File: src/rtl/block_cipher_pkg.sv
// block_cipher_pkg: shared width defaults, FSM state type and key-rotation helper for the round controller
package block_cipher_pkg;
  localparam int CIPHER_DATA_W = 8;
  localparam int CNT_W = 16;
  typedef enum logic [1:0] {IDLE, ROUND, DONE} state_t;
  // rotate-left-by-one of the low w bits of x (w <= 64); callers size-cast the result
  function automatic logic [63:0] rotl1(input logic [63:0] x, input int w);
    return ((x << 1) | (x >> (w - 1))) & ((64'd1 << w) - 64'd1);
  endfunction
endpackage

File: src/rtl/block_cipher_key_sched.sv
// block_cipher_key_sched: round-key register; loads the block key, then advances rk = rotl1(rk) ^ (idx+1)
// ports: clk, rst (async active-low), load/key (start of block), adv/idx (one round step), rk (current round key)
import block_cipher_pkg::*;
module block_cipher_key_sched #(
  parameter int DATA_W = CIPHER_DATA_W,
  parameter int IDX_W = 2
) (
  input  logic              clk,
  input  logic              rst,
  input  logic              load,
  input  logic              adv,
  input  logic [DATA_W-1:0] key,
  input  logic [IDX_W-1:0]  idx,
  output logic [DATA_W-1:0] rk
);
  always_ff @(posedge clk or negedge rst)
    if (!rst) rk <= '0;
    else if (load) rk <= key;
    else if (adv) rk <= DATA_W'(rotl1(64'(rk), DATA_W)) ^ (DATA_W'(idx) + DATA_W'(1));
endmodule

File: src/rtl/block_cipher_round_ctrl.sv
// block_cipher_round_ctrl: round sequencer; accepts a plaintext block, drives NUM_ROUNDS round-function steps, emits ciphertext
// ports: clk, rst (async active-low); key_in/key_load master key; in_valid/in_ready/in_data plaintext;
//        rnd_data_o/rnd_key_o/rnd_idx_o/rnd_en_o to the round function, rnd_data_i its result;
//        out_valid/out_ready/out_data ciphertext; blk_cnt (only with CIPHER_PERF_CNT_EN) saturating output-handshake count
import block_cipher_pkg::*;
module block_cipher_round_ctrl #(
  parameter int DATA_W = CIPHER_DATA_W,
  parameter int NUM_ROUNDS = 4,
  parameter int IDX_W = (NUM_ROUNDS > 1) ? $clog2(NUM_ROUNDS) : 1
) (
  input  logic              clk,
  input  logic              rst,
  input  logic [DATA_W-1:0] key_in,
  input  logic              key_load,
  input  logic              in_valid,
  output logic              in_ready,
  input  logic [DATA_W-1:0] in_data,
  output logic [DATA_W-1:0] rnd_data_o,
  output logic [DATA_W-1:0] rnd_key_o,
  output logic [IDX_W-1:0]  rnd_idx_o,
  output logic              rnd_en_o,
  input  logic [DATA_W-1:0] rnd_data_i,
  output logic              out_valid,
  input  logic              out_ready,
  output logic [DATA_W-1:0] out_data
`ifdef CIPHER_PERF_CNT_EN
  ,
  output logic [CNT_W-1:0]  blk_cnt
`endif
);
  state_t state;
  logic [DATA_W-1:0] key_reg, data_reg;
  logic [IDX_W-1:0] idx;
  logic accept, last;
  // in_ready is a register so it stays low for the first cycle out of reset
  assign accept = (state == IDLE) && in_ready && in_valid;
  assign last = idx == IDX_W'(NUM_ROUNDS - 1);
  assign rnd_en_o = state == ROUND;
  assign rnd_idx_o = rnd_en_o ? idx : '0;
  assign rnd_data_o = data_reg;
  block_cipher_key_sched #(.DATA_W(DATA_W), .IDX_W(IDX_W)) u_key_sched (
    .clk  (clk),
    .rst  (rst),
    .load (accept),
    .adv  (rnd_en_o),
    .key  (key_load ? key_in : key_reg),
    .idx  (idx),
    .rk   (rnd_key_o)
  );
  always_ff @(posedge clk or negedge rst)
    if (!rst) begin
      state <= IDLE;
      key_reg <= '0;
      data_reg <= '0;
      idx <= '0;
      in_ready <= 1'b0;
      out_valid <= 1'b0;
      out_data <= '0;
    end else
      case (state)
        IDLE: begin
          in_ready <= !accept;
          if (key_load) key_reg <= key_in;
          if (accept) begin
            data_reg <= in_data;
            idx <= '0;
            state <= ROUND;
          end
        end
        ROUND: begin
          data_reg <= rnd_data_i;
          idx <= last ? '0 : idx + 1'b1;
          if (last) begin
            out_data <= rnd_data_i;
            out_valid <= 1'b1;
            state <= DONE;
          end
        end
        DONE:
          if (out_ready) begin
            out_valid <= 1'b0;
            in_ready <= 1'b1;
            state <= IDLE;
          end
        default: state <= IDLE;
      endcase
`ifdef CIPHER_PERF_CNT_EN
  always_ff @(posedge clk or negedge rst)
    if (!rst) blk_cnt <= '0;
    else if (out_valid && out_ready && blk_cnt != '1) blk_cnt <= blk_cnt + 1'b1;
`endif
endmodule
File: config.mk
export PLATFORM = sky130hd
export DESIGN_NAME = block_cipher_round_ctrl
export DESIGN_NICKNAME = d
export VERILOG_FILES = /design/src/rtl/block_cipher_pkg.sv /design/src/rtl/block_cipher_key_sched.sv /design/src/rtl/block_cipher_round_ctrl.sv
export SDC_FILE = /design/constraint.sdc
export NUM_CORES = 1
export LEC_CHECK = 0
export CORE_ASPECT_RATIO = 1.75
export CORE_MARGIN = 5
export CORE_UTILIZATION = 45
export CTS_CLUSTER_DIAMETER = 60
export DETAILED_ROUTE_END_ITERATION = 12
export PLACE_DENSITY = 0.79
export RECOVER_POWER = 25
export SYNTH_ARGS = -nofsm -noshare
export SYNTH_HDL_FRONTEND = slang
export SYNTH_SLANG_ARGS = --single-unit
File: constraint.sdc
create_clock -name clk -period 1.7 [get_ports clk]
set_input_delay 0.34 -clock clk [delete_from_list [all_inputs] [get_ports clk]]
set_output_delay 0.34 -clock clk [all_outputs]
set_load 0.02 [all_outputs]
======== After elaboration in Yosys (flattened, before gate mapping) ========
Index checks and enable logic that the tools add are counted.
cells by class
  add/sub/neg operators ................... 2
  equal/unequal tests ..................... 6
  bitwise operators ....................... 2
  reductions and logical operators ........ 13
  mux-type cells .......................... 18
operators with widths
  operator               count
  $mux W8                4
  $pmux W8 S2            1
  $mux W2                6
  $or A8 B1 Y8           1
  $reduce_bool A2 Y1     4
  $xor A8 B8 Y8          1
  $pmux W2 S3            1
  $reduce_and A2 Y1      3
  $reduce_and A3 Y1      2
  $eq A2 B2 Y1 const B   2
  $ne A2 B2 Y1 const B   2
  $pmux W1 S2            2
  $pmux W2 S2            1
  $add A2 B1 Y3 const B  1
  $mux W1                3
  $add A2 B1 Y2 const B  1
  $eq A2 B1 Y1 const B   1
  $logic_and A1 B1 Y1    2
  $logic_not A2 Y1       1
  $ne A2 B1 Y1 const B   1
  $logic_not A1 Y1       1
storage, ports and cells
  register bits ........................... 38
  output and inout port bits .............. 29
  logic and storage cells ................. 49
  input port bits ......................... 29

======== Longest topological paths before layout ========
  depth in word-level cells ............... 5
  gate-level depth with buffers ........... 5
  depth with buffers taken out ............ 3

======== Cells and area by module ========
From an unflattened synthesis, not the netlist that was laid out.
unflattened totals
  cells, all modules ...................... 147
  area, all modules ....................... 1840.5 µm²
modules (own cells, without submodules)
  module                   cells an instance  area each (µm²)  seq. area each (µm²)  times used
  block_cipher_round_ctrl  108                1425.1           750.7                 1
  block_cipher_key_sched   39                 415.4            200.2                 1

======== Least setup slack after synthesis ========
OpenSTA, ideal clock, no wires.
  path type ............................... flip-flop to output port
  start ................................... reg state[0]
  end ..................................... out rnd_idx_o[0]
  arrival ................................. 1.231 ns
  buffers on the path ..................... 2
  data required time ...................... 1.360 ns
  setup slack ............................. 0.129 ns
  stages on the path, launching flop included .. 5
  cell sequence ........................... dfrtp_1 nor2b_1 clkbuf_1 buf_2 and2_1
on the way
  cells in the longest elaborated chain, start to end .. 2
RTL lines
  element                 RTL line                       text
  start, declared         block_cipher_round_ctrl.sv:31  state_t state;
  start signal, assigned  block_cipher_round_ctrl.sv:52  state <= IDLE;
  start signal, assigned  block_cipher_round_ctrl.sv:67  state <= ROUND;
  start signal, assigned  block_cipher_round_ctrl.sv:76  state <= DONE;
  $eq A2 B1 Y1            block_cipher_round_ctrl.sv:38  assign rnd_en_o = state == ROUND;
  via rnd_en_o            block_cipher_round_ctrl.sv:21  output logic rnd_en_o,
  $mux W2                 block_cipher_round_ctrl.sv:39  assign rnd_idx_o = rnd_en_o ? idx : '0;
  end, declared           block_cipher_round_ctrl.sv:20  output logic [IDX_W-1:0] rnd_idx_o,
The timed path passes the listed nets, and every way through them passes these cells.

======== Worst setup path in the final report ========
  start ................................... reg u_key_sched.rk[2]
  end ..................................... out rnd_key_o[2]
RTL lines
  element                 RTL line                       text
  start, declared         block_cipher_key_sched.sv:14   output logic [DATA_W-1:0] rk
  start signal, assigned  block_cipher_key_sched.sv:18   else if (load) rk <= key;
  start signal, assigned  block_cipher_key_sched.sv:19   else if (adv) rk <= DATA_W'(rotl1(64'(rk), DATA_W)) ^ (DATA_W'(idx) + DATA_W'(1));
  end, declared           block_cipher_round_ctrl.sv:19  output logic [DATA_W-1:0] rnd_key_o,
No word-level cell between the ends.

==> impl_metrics.yaml <==
power_and_ir_drop:
  pwr-share-clk_pct: 14.6
  switching_share_pct: 39.0
  ir_worst_vdd_uv: 1290
  p_int_w: 0.00297
  leakagePower_nw: 1.11
  combPwrFrac_pct: 51.8
  pwr-share-seq_pct: 33.7
  p_per_area_nw_per_um2: 1990
  switching_power_w: 0.00190
die:
  core_um2: 3660
  start_util_pct: 46.6
  die_w_um: 56.6
  die_height_um: 91.5
  pin_count: 58
  fp-row-count: 29
  dieArea_um2: 5180
grt:
  grt_pass1_vias: 1561
  grt_remaining_overflow: 0
  grt_max_degree: 39
  antenna_found_initial: 0
  track_usage_pct: 17.5
  grt_pass1_wl_um: 7190
timing:
  worst_pin_slew_ns: 0.900
  final_hold_viol_count: 0
  slew_headroom_pct: 40.0
  timing.fmax_ghz: 0.603
  whs_ns: 0.251
  finalSetupViolCount: 0
  drv_slew: 0
  min_period_ns: 1.66
  rsz0062_at_grt: "no"
  finalCritPeriodShare_pct: 97.5
  fin_ws_ns: 0.0418
  fin_skew_ns: 0.00550
synthesis:
  synth_top_area_share_pct: 55.7
  synth_area_leader_cell: "dfrtp_1"
  post_synth_fa_ha_maj_area_fraction_pct: 0.733
  synthXorXnorAreaFrac_pct: 1.54
  syn-cell-area_um2: 1710
  synthSimpleGateAreaFrac_pct: 7.25
  synth_seq_cells: 38
  muxShareOfSynthArea_pct: 16.6
  synth-seq-area-share_pct: 55.7
  syn_inst: 146
  syn-num-nets: 176
  synth.avg_cell_area_um2: 11.7
  synth-compound-area-share_pct: 14.1
  yosys-top-cells-area: "dfrtp_1, mux2i_1, mux2_1"
  synth_top_family_by_area: "multiplexers"
  ys_types: 29
  yosysWarnings: 0
clock_network:
  h-tree-depth: 2
  clockRootBuffer: "clkbuf_8"
  clk_pin_slew_ns: 0.07
  cts_buffers: 5
  clock_sinks: 38
  cts_hold_buf: 0
  clk_latency_ns: 0.29
  cts_buffer_depth: 2
  post_cts_buffers: 0
  cts_tree: "built"
finish:
  fillers: 291
  final_util_pct: 66.8
  layout-drive-gt1-share_pct: 12.3
  layout_common_cells: "clkdlybuf4s50_1, dfrtp_1, mux2i_1"
  area_growth_pct: 43.4
  nNetsFinal: 240
  layout_commonest_cell: "clkdlybuf4s50_1"
  antenna_cells: 0
status:
  status: "finished clean"
setup_path:
  cp_top_family: "buffers and inverters"
  worstRegToRegCells: 4
  critPathBufInv: 1
  end_kind: "output pin"
  crit_fanout: 3
  critPathRequiredTime_ns: 1.36
  startpoint_type: "flop"
  critPathSlowestCell: "clkdlybuf4s50_1"
  reg2reg_slack_ns: 0.11
  crit_cells: 1
  path_cells: "clkdlybuf4s50_1"
  crit_type: "reg2out"
  arrival_ns: 1.32
  slowest_delay_ns: 0.63
route:
  vias: 1372
  ant_nets: 0
  drcViolationCount: 0
  initialDrtViolationCount: 28
  routed_wl_um: 4140
  wl_per_cell_um: 16.1
  via_per_inst: 5.34
  firstDrtPassIters: 4
place:
  dpl_worst_slack_ns: -0.0542
  dp.final_hpwl_um: 3190
  numPortBuffers: 57
  place.gp.congestion: 0.804
worst_hold_path:
  hp-class: "in2async"
flow_run:
  cap_viol_max_count: 0
per-layer routing:
layer | global-route usage [%] | vias to the layer above | part of all wire [%]
li1 | - | 647 | -
met1 | 18.8 | 659 | 36
met2 | 30.5 | 60 | 52
met3 | 7.94 | 6 | 9.9
met4 | 4.75 | 0 | 1.5
met5 | 0 | - | 0
power groups by stage:
| stage | clock network (W) | registers, W | logic (W) |
|---|---|---|---|
| after global placement | 0 | 0.00162 | 0.00251 |
| final | 0.000710 | 0.00164 | 0.00252 |
| after global routing | 0.000776 | 0.00170 | 0.00276 |
| after CTS | 0.000731 | 0.00165 | 0.00257 |
| after detailed placement | 0 | 0.00166 | 0.00259 |
| after floorplan | 0 | 0.00198 | 0.00117 |
Yosys cell counts:
cell type and n:
nand2_1 8, or2_1 1, o21ai_1 11, nand4bb_1 1, and2_1 2, nand2b_1 1, a222oi_1 1, a21oi_1 3
or2_0 1, o21ai_0 13, buf_6 2, clkbuf_1 4, xor2_1 3, a221o_1 7, mux2_2 3, inv_1 4
mux2_1 8, buf_4 1, a21oi_2 1, ha_1 1, buf_2 2, o31ai_1 1, nand3_1 1, nor2b_1 1
o41ai_1 1, nand2_2 1, dfrtp_1 38, nor2_1 9, mux2i_1 16
cell families after synthesis:
family | count (synthesis)
AOI/OAI and AO/OA | 38
and+or+nand+nor | 26
adders and majority gates | 1
DFF | 38
buffers and inverters | 13
xor gates and xnor gates | 3
muxes | 27
worst paths after layout:
| path | from | endpoint |
|---|---|---|
| setup / recovery | u_key_sched.rk[2] | rnd_key_o[2] |
| hold reg to reg | key_reg[0] | key_reg[0] |
| setup reg to reg | state[1] | out_data[2] |
| min in group clk | key_reg[0] | key_reg[0] |
| max in group asynchronous | rst | key_reg[4] |
| hold / removal | rst | key_reg[1] |
cell type report:
class	count	area (um^2)	share of cell area, %
repair buffers	66	627	25.6
inverters	4	15.0	0.613
clock buffers	8	110	4.49
well taps	46	57.6	2.35
multi-input cells	95	689	28.1
flip-flops and latches	38	951	38.8
what timing repair did:
| action | 4_1_cts | 5_1_grt |
|---|---|---|
| cloned | 0 | 0 |
| setup endpoints to repair | 3 | 5 |
| resized for setup | 3 | 7 |
metrics by stage:
stage / setup TNS (ns) / cell area [um^2] / power, W / instances
CTS: 0 / 2460 / 0.00495 / 257
detailed placement: -0.155 / 2360 / 0.00425 / 249
global placement: -0.0360 / 2360 / 0.00413 / 249
global route: 0 / 2450 / 0.00524 / 257
floorplan: 0 / 1710 / 0.00316 / 146
finish: 0 / 2450 / 0.00487 / 257
(Power assumes the default switching activity.)
